### src/rtl/seg_scan_driver.sv
// -----------------------------------------------------------------------------
// seg_scan_driver
//
// Time-multiplexed 4-digit seven-segment driver. One anode is enabled at a
// time. Each digit slot lasts SCAN_DIV clocks. The first cycle of every slot
// is a guard cycle with all anodes off, which prevents ghosting while the
// segment lines change. Hex values are decoded to segments. The driver also
// applies leading-zero blanking, per-digit blinking and decimal points. All
// pin outputs are registered.
//
// Parameters:
//   SCAN_DIV   - clock cycles per digit slot (>= 2)
//   BLINK_DIV  - clock cycles per blink half-period (>= 1)
//   ACTIVE_LOW - 1: AN/SEG/DP pins are active-low, 0: active-high
//
// Ports:
//   CLK        in   1  system clock
//   RST        in   1  synchronous, active-high reset
//   DIGIT_3..0 in   4  digit values, DIGIT_3 is leftmost
//   DP_EN      in   4  decimal-point enable per digit
//   BLINK_MASK in   4  per-digit blink enable
//   BLANK_LZ   in   1  suppress leading zeros
//   AN         out  4  anode enables, bit i = digit i
//   SEG        out  7  segments {g,f,e,d,c,b,a}
//   DP         out  1  decimal point
//   DIGIT_IDX  out  2  digit slot currently being scanned
// -----------------------------------------------------------------------------
module seg_scan_driver #(
   parameter int SCAN_DIV   = 100000,
   parameter int BLINK_DIV  = 25000000,
   parameter bit ACTIVE_LOW = 1'b1
) (
   input  logic       CLK,
   input  logic       RST,
   input  logic [3:0] DIGIT_3,
   input  logic [3:0] DIGIT_2,
   input  logic [3:0] DIGIT_1,
   input  logic [3:0] DIGIT_0,
   input  logic [3:0] DP_EN,
   input  logic [3:0] BLINK_MASK,
   input  logic       BLANK_LZ,
   output logic [3:0] AN,
   output logic [6:0] SEG,
   output logic       DP,
   output logic [1:0] DIGIT_IDX
);

   localparam int SCAN_W  = (SCAN_DIV  > 1) ? $clog2(SCAN_DIV)  : 1;
   localparam int BLINK_W = (BLINK_DIV > 1) ? $clog2(BLINK_DIV) : 1;

   localparam logic [SCAN_W-1:0]  SCAN_LAST  = SCAN_W'(SCAN_DIV - 1);
   localparam logic [BLINK_W-1:0] BLINK_LAST = BLINK_W'(BLINK_DIV - 1);

   // XOR masks that turn internal active-high levels into pin polarity.
   localparam logic [3:0] AN_POL  = {4{ACTIVE_LOW}};
   localparam logic [6:0] SEG_POL = {7{ACTIVE_LOW}};
   localparam logic       DP_POL  = ACTIVE_LOW;

   // Hex to active-high segment pattern, bit order gfedcba.
   function automatic logic [6:0] hex_to_seg(input logic [3:0] value);
      logic [6:0] seg;
      case (value)
         4'h0:    seg = 7'h3F;
         4'h1:    seg = 7'h06;
         4'h2:    seg = 7'h5B;
         4'h3:    seg = 7'h4F;
         4'h4:    seg = 7'h66;
         4'h5:    seg = 7'h6D;
         4'h6:    seg = 7'h7D;
         4'h7:    seg = 7'h07;
         4'h8:    seg = 7'h7F;
         4'h9:    seg = 7'h6F;
         4'hA:    seg = 7'h77;
         4'hB:    seg = 7'h7C;
         4'hC:    seg = 7'h39;
         4'hD:    seg = 7'h5E;
         4'hE:    seg = 7'h79;
         default: seg = 7'h71;
      endcase
      return seg;
   endfunction

   logic [SCAN_W-1:0]  scan_cnt_q,    scan_cnt_d;
   logic [1:0]         digit_idx_q,   digit_idx_d;
   logic [BLINK_W-1:0] blink_cnt_q,   blink_cnt_d;
   logic               blink_phase_q, blink_phase_d;
   logic [3:0]         an_q,          an_d;
   logic [6:0]         seg_q,         seg_d;
   logic               dp_q,          dp_d;

   logic       scan_wrap;
   logic       blink_wrap;
   logic       guard;
   logic [3:0] cur_digit;
   logic       lz_blank;
   logic       slot_blank;
   logic [3:0] an_act;
   logic [6:0] seg_act;
   logic       dp_act;

   // NOTE: every signal is given a default before any branch. This means no
   // path can leave a value unassigned, so no latch is inferred.
   always_comb begin
      scan_wrap   = (scan_cnt_q == SCAN_LAST);
      scan_cnt_d  = scan_wrap ? '0 : scan_cnt_q + 1'b1;
      digit_idx_d = scan_wrap ? digit_idx_q + 2'd1 : digit_idx_q;

      // The blink timebase runs freely. It does not depend on the scan.
      blink_wrap    = (blink_cnt_q == BLINK_LAST);
      blink_cnt_d   = blink_wrap ? '0 : blink_cnt_q + 1'b1;
      blink_phase_d = blink_phase_q ^ blink_wrap;

      guard     = (scan_cnt_q == '0);
      cur_digit = DIGIT_0;
      lz_blank  = 1'b0;
      case (digit_idx_q)
         2'd3: begin
            cur_digit = DIGIT_3;
            lz_blank  = (DIGIT_3 == 4'd0);
         end
         2'd2: begin
            cur_digit = DIGIT_2;
            lz_blank  = (DIGIT_3 == 4'd0) && (DIGIT_2 == 4'd0);
         end
         2'd1: begin
            cur_digit = DIGIT_1;
            lz_blank  = (DIGIT_3 == 4'd0) && (DIGIT_2 == 4'd0) && (DIGIT_1 == 4'd0);
         end
         default: begin
            // The rightmost digit always shows, so an all-zero value reads "0".
            cur_digit = DIGIT_0;
            lz_blank  = 1'b0;
         end
      endcase

      slot_blank = (BLANK_LZ && lz_blank) || (blink_phase_q && BLINK_MASK[digit_idx_q]);

      // A blanked slot keeps its full length in the scan. It only stays dark.
      an_act  = (slot_blank || guard) ? 4'b0000 : (4'b0001 << digit_idx_q);
      seg_act = slot_blank ? 7'h00 : hex_to_seg(cur_digit);
      dp_act  = !slot_blank && DP_EN[digit_idx_q];

      an_d  = an_act  ^ AN_POL;
      seg_d = seg_act ^ SEG_POL;
      dp_d  = dp_act  ^ DP_POL;
   end

   // NOTE: state registers use non-blocking assignments only. As a result,
   // every flop samples pre-edge values, whatever order the statements are in.
   always_ff @(posedge CLK) begin
      if (RST) begin
         scan_cnt_q    <= '0;
         digit_idx_q   <= 2'd0;
         blink_cnt_q   <= '0;
         blink_phase_q <= 1'b0;
         an_q          <= AN_POL;
         seg_q         <= SEG_POL;
         dp_q          <= DP_POL;
      end else begin
         scan_cnt_q    <= scan_cnt_d;
         digit_idx_q   <= digit_idx_d;
         blink_cnt_q   <= blink_cnt_d;
         blink_phase_q <= blink_phase_d;
         an_q          <= an_d;
         seg_q         <= seg_d;
         dp_q          <= dp_d;
      end
   end

   assign AN        = an_q;
   assign SEG       = seg_q;
   assign DP        = dp_q;
   assign DIGIT_IDX = digit_idx_q;

endmodule
### config.mk
export PLATFORM = sky130hd
export DESIGN_NAME = seg_scan_driver
export DESIGN_NICKNAME = d
export VERILOG_FILES = /design/src/rtl/seg_scan_driver.sv
export SDC_FILE = /design/constraint.sdc
export NUM_CORES = 1
export LEC_CHECK = 0
export CORE_MARGIN = 2
export CORE_UTILIZATION = 25
export DETAILED_ROUTE_END_ITERATION = 8
export PLACE_DENSITY_LB_ADDON = 0.1
export SYNTH_ARGS = -nofsm -noshare
export SYNTH_HDL_FRONTEND = slang
export SYNTH_SLANG_ARGS = --single-unit
export TNS_END_PERCENT = 1
### constraint.sdc
create_clock -name CLK -period 2.9 [get_ports CLK]
set_input_delay 0.58 -clock CLK [delete_from_list [all_inputs] [get_ports CLK]]
set_output_delay 0.58 -clock CLK [all_outputs]
set_load 0.01 [all_outputs]
==> results of run 1 <==
[layout make-up]
type / count / area share
clock buffers: 13 / 0.0673
clock inverters: 3 / 0.00388
inverters: 13 / 0.0126
multi-input cells: 255 / 0.452
flip-flops and latches: 57 / 0.295
well taps: 143 / 0.0463
repair buffers: 50 / 0.123
[final timing paths]
check,from,to,slack [ps],cells after the start
worst max-delay path,DIGIT_IDX[1],SEG[0],380,10
worst min-delay path,scan_cnt_q[0],scan_cnt_q[0],450,1
worst max register to register,DIGIT_IDX[1],SEG[0],380,10
worst min register to register,scan_cnt_q[0],scan_cnt_q[0],450,1
[metal layers]
metal / vias up / track usage
li1: 1363 / -
met1: 1303 / 0.169
met2: 69 / 0.197
met3: 17 / 0.0324
met4: 0 / 0.0683
met5: - / 0
[critical path: cells and delay by family, from the launching register on]
family | cells | cell delay, ps
fa+ha+maj | 2 | 540
buf+inv | 2 | 310
mux | 1 | 350
simple gates | 1 | 110
compound gates | 4 | 720
flops | 1 | 380
[power by group through the flow]
stage	clock network (µW)	logic (µW)	registers (µW)
2_1_floorplan	0	66.8	832
3_3_place_gp	0	157	830
3_5_place_dp	0	155	830
4_1_cts	1000	156	814
5_1_grt	1040	170	815
6_report	967	155	814
[synth_stat cells (2+ instances only)]
cell | n | share of area
o221ai_1 | 2 | 0.0058
xnor2_1 | 7 | 0.020
o21bai_2 | 2 | 0.0075
inv_1 | 12 | 0.015
and3_1 | 7 | 0.015
xor2_1 | 16 | 0.047
a32oi_1 | 2 | 0.0058
or3_1 | 10 | 0.021
and4_1 | 4 | 0.012
a21oi_1 | 20 | 0.033
nor2b_1 | 3 | 0.0063
clkbuf_1 | 9 | 0.011
nand4_1 | 17 | 0.035
o21ai_0 | 11 | 0.018
mux2_2 | 3 | 0.011
dfxtp_1 | 57 | 0.38
nor2_1 | 29 | 0.036
or4_1 | 9 | 0.023
mux4_2 | 2 | 0.015
a211oi_1 | 4 | 0.010
nand3b_1 | 2 | 0.0050
nand2_1 | 19 | 0.024
a22oi_1 | 2 | 0.0050
ha_1 | 14 | 0.058
o31ai_1 | 9 | 0.023
nor4_1 | 6 | 0.013
and2_1 | 2 | 0.0042
a222oi_1 | 4 | 0.013
buf_2 | 4 | 0.0067
nor3_1 | 3 | 0.0050
mux2i_1 | 5 | 0.017
nor4b_1 | 4 | 0.012
nand3_1 | 20 | 0.033
[per-stage QoR]
step | setup WS (ps) | area, µm² | total power (µW) | util
floorplan | 305 | 3000 | 899 | -
global placement | 112 | 3590 | 987 | 0.310
detailed placement | 115 | 3590 | 986 | 0.310
CTS | 310 | 3860 | 1970 | 0.334
global route | 84.8 | 3870 | 2030 | 0.334
finish | 383 | 3870 | 1940 | 0.334
[flip-flops by register name, indices dropped and copies added (netlist names)]
signal         flops
blink_phase_q      1
scan_cnt_q        17
AN                 4
DIGIT_IDX          2
DP                 1
blink_cnt_q       25
SEG                7
[cell families (layout without fill, tap and decap cells)]
group | after synthesis | after routing
AO/OA/AOI/OAI | 66 | 66
multiplexers | 10 | 10
adder cells (fa/ha/maj) | 14 | 14
XOR/XNOR | 23 | 23
AND/OR/NAND/NOR | 142 | 142
flip-flops | 57 | 57
buffers and inverters | 27 | 79
[repair_timing]
| action | CTS | global route |
|---|---|---|
| resized for setup | 0 | 2 |
| endpoints found under the setup margin | 0 | 1 |
| hold endpoints to repair | 0 | 0 |
==> impl_metrics.ini, run 1 <==
[status]
run_status = finished, final reports clean

[drt]
drc = 0
drt-initial-drc-count = 119
first_pass_drt_iterations = 4
route.layer.met1.wl_um = 3920
ant_nets = 0
dr_total_vias = 2752
met2_wl_post_dr_um = 3500
top_signal_layer_used = met4
detail_route.wl_per_cell_um = 15.0
met3_wirelength_um = 396
vias_per_cell = 5.15
routed_wl_um = 8010

[layout]
most_common_cell_after_layout_fill_and_taps_aside = dfxtp_1
area_of_all_sequential_standard_cells_mm2 = 0.00114
final_cell_mix = dfxtp_1 (57), clkdlybuf4s50_1 (40), nor2_1 (29), a21oi_1 (20), nand3_1 (20)
area_taken_by_multi_input_logic_gates_mm2 = 0.00175
stdcell_count = 534
final_nets = 427
num-fill-cells = 1208
final_layout_size_suffix_gt1_frac = 0.0972
area_growth_from_synthesis_to_layout_pct = 29.0
antenna-diode-count = 0

[clock_tree]
cts_buffers = 9
cts_root_buffer = clkbuf_16
cts.reportedPaths.clkPinSlew_ps = 50
clk_latency_ps = 330
postCtsSetupRepairBufs = 0
clock_sink_count = 57
cts_max_level = 3
postCtsHoldBufs = 0
clock_tree.buffer_depth = 2
cts_tree = done

[sta]
max_slew.worst_pin.slew_ps = 697
setup_viol_count_final = 0
fmaxAchievable_mhz = 397
hold-worst-slack_ps = 453
max_transition_margin = 0.535
final-hold-violation-count = 0
fin_setup_tns_ps = 0
final_min_period_over_clock_period = 0.868
maxSlewViolCount = 0
layout_min_cycle_time_ps = 2520
grt_setup_unrepaired = no
fin_skew_ps = 6.87

[logic_synthesis]
synth_async_sr_flop_share = 0
synth_fa_ha_area_frac = 0.0585
synthesis.nets = 380
ys.flop_type = dfxtp_1
synth_xor_xnor_area_share = 0.0672
synth_sequential_area_ratio = 0.381
ys.warnings.count = 0
synth_enable_flop_cells = 0
yosys.area_share.simple = 0.264
synth_cell_types = 52
syn_area_per_cell_um2 = 8.84
synth.mux.area_fraction = 0.0430
synth_top_family_by_area = simple AND/OR/NAND/NOR gates
syn-cell-area_mm2 = 0.00300
flop_and_latch_count_out_of_synthesis = 57
compound_gate_portion_of_the_synthesized_area = 0.148
syn_inst = 339

[global_routing]
grt_start_max_net_pins = 25
combined_global_route_utilization_of_all_metal_layers = 0.129
wire_length_of_the_first_global_routing_pass_um = 13000
globalRoute.totalOverflow = 0
grt_pass1_vias = 2603
antenna_found_initial = 0

[die]
io_pins = 41
row_count = 39
initial_core_util = 0.259
die_y_um = 113
die_footprint_mm2 = 0.0129
die_x_um = 113
core_region_area_mm2 = 0.0116

[pwr]
share_comb_of_total_power = 0.080
total_leakage_power_uw = 0.00136
power_frac_clock = 0.500
internal-power_uw = 1500
ir_drop_v = 0.000251
pwr-share-seq = 0.421
power_per_cell_area_mw_per_mm2 = 501
sw_frac_of_total = 0.224
switchingPower_uw = 433

[worst_setup_path]
timing.critical_path.fanout_max = 7
worst_ep_arrival_time_ps = 2740
crit_chain = buf_4, ha_1, a222oi_1, mux2_2, inv_1, ha_1, nand2_1, a32oi_1, o31ai_1, o41ai_1
critPathLaunchType = flip-flop
worstPathRequired_ps = 3130
slowest_stage = dfxtp_1
cell_type_with_the_highest_occurrence_count_on_the_critical_path = ha_1
end_kind = flip-flop
timing.critical_path.slowest_cell_delay_ps = 380
crit_type = reg -> reg

[placement]
buffer_ports.inserted = 40
dp.cells = 518
detailed_place_hpwl_um = 5920
gp_congestion = 0.854

[job]
max-cap-violations = 0

[hold_path]
holdCritPathClass = reg -> reg
(Power assumes the default switching activity.)
==> run 2, diff against run 1 <==
--- a/config.mk
+++ b/config.mk
@@ -6,7 +6,8 @@
 export NUM_CORES = 1
 export LEC_CHECK = 0
 export CORE_MARGIN = 2
-export CORE_UTILIZATION = 25
+export CORE_UTILIZATION = 51
+export CTS_CLUSTER_SIZE = 40
 export DETAILED_ROUTE_END_ITERATION = 8
 export PLACE_DENSITY_LB_ADDON = 0.1
 export SYNTH_ARGS = -nofsm -noshare
==> impl_metrics.ini, run 2 (synthesis results as in run 1) <==
[pwr]
share_comb_of_total_power = 0.082
total_leakage_power_uw = 0.00133
pwr-share-seq = 0.443
power_per_cell_area_mw_per_mm2 = 491
ir_drop_v = 0.000372
internal-power_uw = 1440
power_frac_clock = 0.474
switchingPower_uw = 393
sw_frac_of_total = 0.215

[drt]
drc = 0
detail_route.wl_per_cell_um = 14.7
dr_total_vias = 2706
vias_per_cell = 5.88
met3_wirelength_um = 474
top_signal_layer_used = met4
met2_wl_post_dr_um = 2980
ant_nets = 0
route.layer.met1.wl_um = 3230
routed_wl_um = 6760
first_pass_drt_iterations = 5
drt-initial-drc-count = 155

[layout]
final_layout_size_suffix_gt1_frac = 0.0954
stdcell_area_mm2 = 0.00372
most_common_cell_after_layout_fill_and_taps_aside = dfxtp_1
antenna-diode-count = 0
final_nets = 424
register_with_the_most_flip_flops = blink_cnt_q
area_growth_from_synthesis_to_layout_pct = 24.2
final_cell_mix = dfxtp_1 (57), clkdlybuf4s50_1 (40), nor2_1 (29), a21oi_1 (20), nand3_1 (20)
num-fill-cells = 478
largest_reg_flops = 25

[sta]
final-hold-violation-count = 0
max_transition_margin = 0.554
layout_min_cycle_time_ps = 2670
setup_viol_count_final = 0
final_min_period_over_clock_period = 0.921
maxSlewViolCount = 0
fmaxAchievable_mhz = 374
fin_setup_tns_ps = 0
max_slew.worst_pin.slew_ps = 668
grt_setup_unrepaired = no
fin_skew_ps = 11.8

[clock_tree]
cts_tree = done
cts.reportedPaths.clkPinSlew_ps = 70
postCtsSetupRepairBufs = 0
postCtsResizedCells = 0
clk_latency_ps = 330
clock_sink_count = 57
cts_buffers = 9
clock_tree.buffer_depth = 2
cts_root_buffer = clkbuf_8
postCtsHoldBufs = 0
cts_max_level = 3

[die]
row_count = 27
io_pins = 41
initial_core_util = 0.538
die_footprint_mm2 = 0.00651
die_x_um = 80.7
core_region_area_mm2 = 0.00557
die_y_um = 80.7

[job]
max-cap-violations = 0

[worst_setup_path]
end_kind = flip-flop
critPathLaunchType = flip-flop
crit_type = reg -> reg
timing.critical_path.fanout_max = 9
worst_ep_arrival_time_ps = 2860
worstPathRequired_ps = 3090

[placement]
detailed_place_hpwl_um = 4890
placedInstanceArea_mm2 = 0.00347
gp_congestion = 0.906
buffer_ports.inserted = 40

[status]
run_status = finished, final reports clean

[global_routing]
wire_length_of_the_first_global_routing_pass_um = 11400
grt_pass1_vias = 2470
globalRoute.totalOverflow = 0
antenna_found_initial = 0
grt_start_max_net_pins = 17
combined_global_route_utilization_of_all_metal_layers = 0.227

[hold_path]
holdCritPathClass = reg -> reg
[run 2: cell types whose count changed in the layout (fill, tap and decap cells not counted), sizes merged]
cell	delta
buf	-3
bufinv	+2
clkbuf	-1
clkinv	-1
[run 2: power groups by stage]
stage               combinational, µW  clock, µW  sequential [µW]
floorplan                        66.8          0              832
global placement                  148          0              828
detailed placement                149          0              828
CTS                               150        885              811
global route                      166        924              813
finish                            150        867              811
[run 2: per-stage QoR]
stage	instances	setup slack (ps)	hold WS [ps]	utilization	total power (µW)
finish	460	229	462	0.668	1830
global route	460	44.8	507	0.668	1900
CTS	460	114	470	0.666	1850
detailed placement	444	8.66	454	0.623	977
global placement	444	103	442	0.623	976
floorplan	339	305	425	-	899
[run 2: path summary, 6_finish.rpt]
| check | start | end | slack (ps) | cells after the start |
|---|---|---|---|---|
| setup / recovery | DIGIT_IDX[0] | SEG[4] | 230 | 9 |
| hold reg to reg | scan_cnt_q[0] | scan_cnt_q[0] | 460 | 1 |
| hold / removal | scan_cnt_q[0] | scan_cnt_q[0] | 460 | 1 |
| setup reg to reg | DIGIT_IDX[0] | SEG[4] | 230 | 9 |
[run 2: worst max-delay path, cell delays in order, from the launching register on]
cell and delay (ps):
dfxtp_1 440, inv_1 140, ha_1 300, a222oi_1 450
mux2_4 280, inv_1 90, ha_2 250, or3_1 360
nand4_1 110, o311ai_1 110
[run 2: layer usage]
metal,vias to the layer above,track usage
met5,-,0
met4,0,0.0780
met3,11,0.0629
li1,1357,-
met1,1248,0.316
met2,90,0.335
[run 2: layout make-up]
type / count / area (µm²) / area share
multi-input combinational: 255 / 1750 / 0.470
sequential: 57 / 1140 / 0.307
timing repair buffer: 47 / 453 / 0.122
clock buffer: 12 / 165 / 0.0444
tap: 72 / 90.1 / 0.0242
clock inverter: 4 / 73.8 / 0.0198
inverter: 13 / 48.8 / 0.0131
==> run 3, diff against run 2 <==
--- a/config.mk
+++ b/config.mk
@@ -9,7 +9,9 @@
 export CORE_UTILIZATION = 51
 export CTS_CLUSTER_SIZE = 40
 export DETAILED_ROUTE_END_ITERATION = 8
+export GPL_ROUTABILITY_DRIVEN = 0
 export PLACE_DENSITY_LB_ADDON = 0.1
+export SKIP_LAST_GASP = 1
 export SYNTH_ARGS = -nofsm -noshare
 export SYNTH_HDL_FRONTEND = slang
 export SYNTH_SLANG_ARGS = --single-unit
==> impl_metrics.ini, run 3 (synthesis results as in run 1) <==
[die]
row_count = 27
initial_core_util = 0.538
io_pins = 41
die_footprint_mm2 = 0.00651
core_region_area_mm2 = 0.00557
die_x_um = 80.7
die_y_um = 80.7

[layout]
register_with_the_most_flip_flops = blink_cnt_q
most_common_cell_after_layout_fill_and_taps_aside = dfxtp_1
area_growth_from_synthesis_to_layout_pct = 23.8
antenna-diode-count = 0
final_cell_mix = dfxtp_1 (57), clkdlybuf4s50_1 (40), nor2_1 (29), a21oi_1 (20), nand3_1 (20)
final_layout_size_suffix_gt1_frac = 0.0904
share_of_the_core_filled_with_cells = 0.665
final_nets = 424
largest_reg_flops = 25
stdcell_count = 459

[sta]
worst_slack_ps = 336
fin_setup_tns_ps = 0
max_slew.worst_pin.slew_ps = 682
fmaxAchievable_mhz = 390
final_min_period_over_clock_period = 0.884
grt_setup_unrepaired = no
layout_min_cycle_time_ps = 2560
max_transition_margin = 0.545
maxSlewViolCount = 0
fin_skew_ps = 16.2
final-hold-violation-count = 0
setup_viol_count_final = 0

[clock_tree]
clock_tree.buffer_depth = 2
clk_latency_ps = 350
clock_sink_count = 57
cts_buffers = 9
cts_max_level = 3
postCtsSetupRepairBufs = 0
cts_root_buffer = clkbuf_8
cts_tree = done
cts.reportedPaths.clkPinSlew_ps = 80

[worst_setup_path]
end_kind = flip-flop
rr_startpoint = DIGIT_IDX[0]
slowest_stage = dfxtp_1
cp_num_cells = 9
worst_ep_arrival_time_ps = 2810
timing.critical_path.fanout_max = 7
regToRegEndpoint = SEG[0]
r2r_cells = 9
r2r_setup_slack_ps = 340
critPathLaunchType = flip-flop
crit_buf_inv = 1
timing.critical_path.slowest_cell_delay_ps = 420
crit_type = reg -> reg
critPathLaunch = DIGIT_IDX[0]
worstPathRequired_ps = 3150
crit_chain = inv_1, ha_1, a222oi_1, mux2_2, ha_1, nand2b_1, a32oi_1, o31ai_1, o41ai_1
cell_type_with_the_highest_occurrence_count_on_the_critical_path = ha_1
path_delay_family = compound AO/OA/AOI/OAI gates

[global_routing]
antenna_found_initial = 0
grt_pass1_vias = 2463
combined_global_route_utilization_of_all_metal_layers = 0.226
wire_length_of_the_first_global_routing_pass_um = 11200
grt_start_max_net_pins = 17
globalRoute.totalOverflow = 0

[pwr]
report.power.total_uw = 1830
ir_drop_v = 0.000410
power_per_cell_area_mw_per_mm2 = 492
total_leakage_power_uw = 0.00132

[drt]
drt-initial-drc-count = 141
dr_total_vias = 2758
vias_per_cell = 6.01
routed_wl_um = 6870
drc = 0
detail_route.wl_per_cell_um = 15.0
first_pass_drt_iterations = 5
ant_nets = 0

[hold_path]
hold-path-cell-count = 1
hold_path_startpoint = scan_cnt_q[0]
holdCritPathClass = reg -> reg
min_to = scan_cnt_q[0]

[placement]
placement.setup.worst_slack_ps = 76.9
detailed_place_hpwl_um = 4940
buffer_ports.inserted = 40
dp.cells = 444

[job]
max-cap-violations = 0

[status]
run_status = finished, final reports clean
==> run 3: what timing repair did <==
item	4_1_cts	5_1_grt
resized for setup	0	2
hold buffers	0	0
setup endpoints to repair	0	1
==> run 3: power by group <==
group	internal, µW	leakage (µW)	total [µW]	switching [µW]
registers	800	0.000463	812	11.3
clock network	550	0.000116	862	312
logic	81.2	0.000742	152	70.6
==> run 3: metal layers <==
metal  routed length, µm  track usage  share of wire
met1                3190        0.285           0.46
met2                3100        0.363           0.45
met3                 497       0.0517          0.072
met4                  83        0.108          0.012
met5                   0            0              0
==> run 3: how the worst max path moves through the flow <==
stage,endpoint,slack [ps]
floorplan,SEG[0],310
global placement,SEG[4],90
detailed placement,SEG[4],80
CTS,SEG[0],190
global route,SEG[0],60
finish,SEG[0],340
==> run 3: through the flow <==
stage          hold slack (ps)  cell area [µm²]
3_3_place_gp               435             3470
6_report                   476             3710
2_1_floorplan              425             3000
4_1_cts                    474             3700
3_5_place_dp               457             3470
5_1_grt                    503             3710
==> run 3: area by class of cell <==
type / count / area, µm²
Fill cell: 470 / 1870
Multi-Input combinational cell: 255 / 1750
Sequential cell: 57 / 1140
Timing Repair Buffer: 47 / 453
Clock buffer: 13 / 169
Tap cell: 72 / 90.1
Clock inverter: 2 / 60.1
Inverter: 13 / 48.8
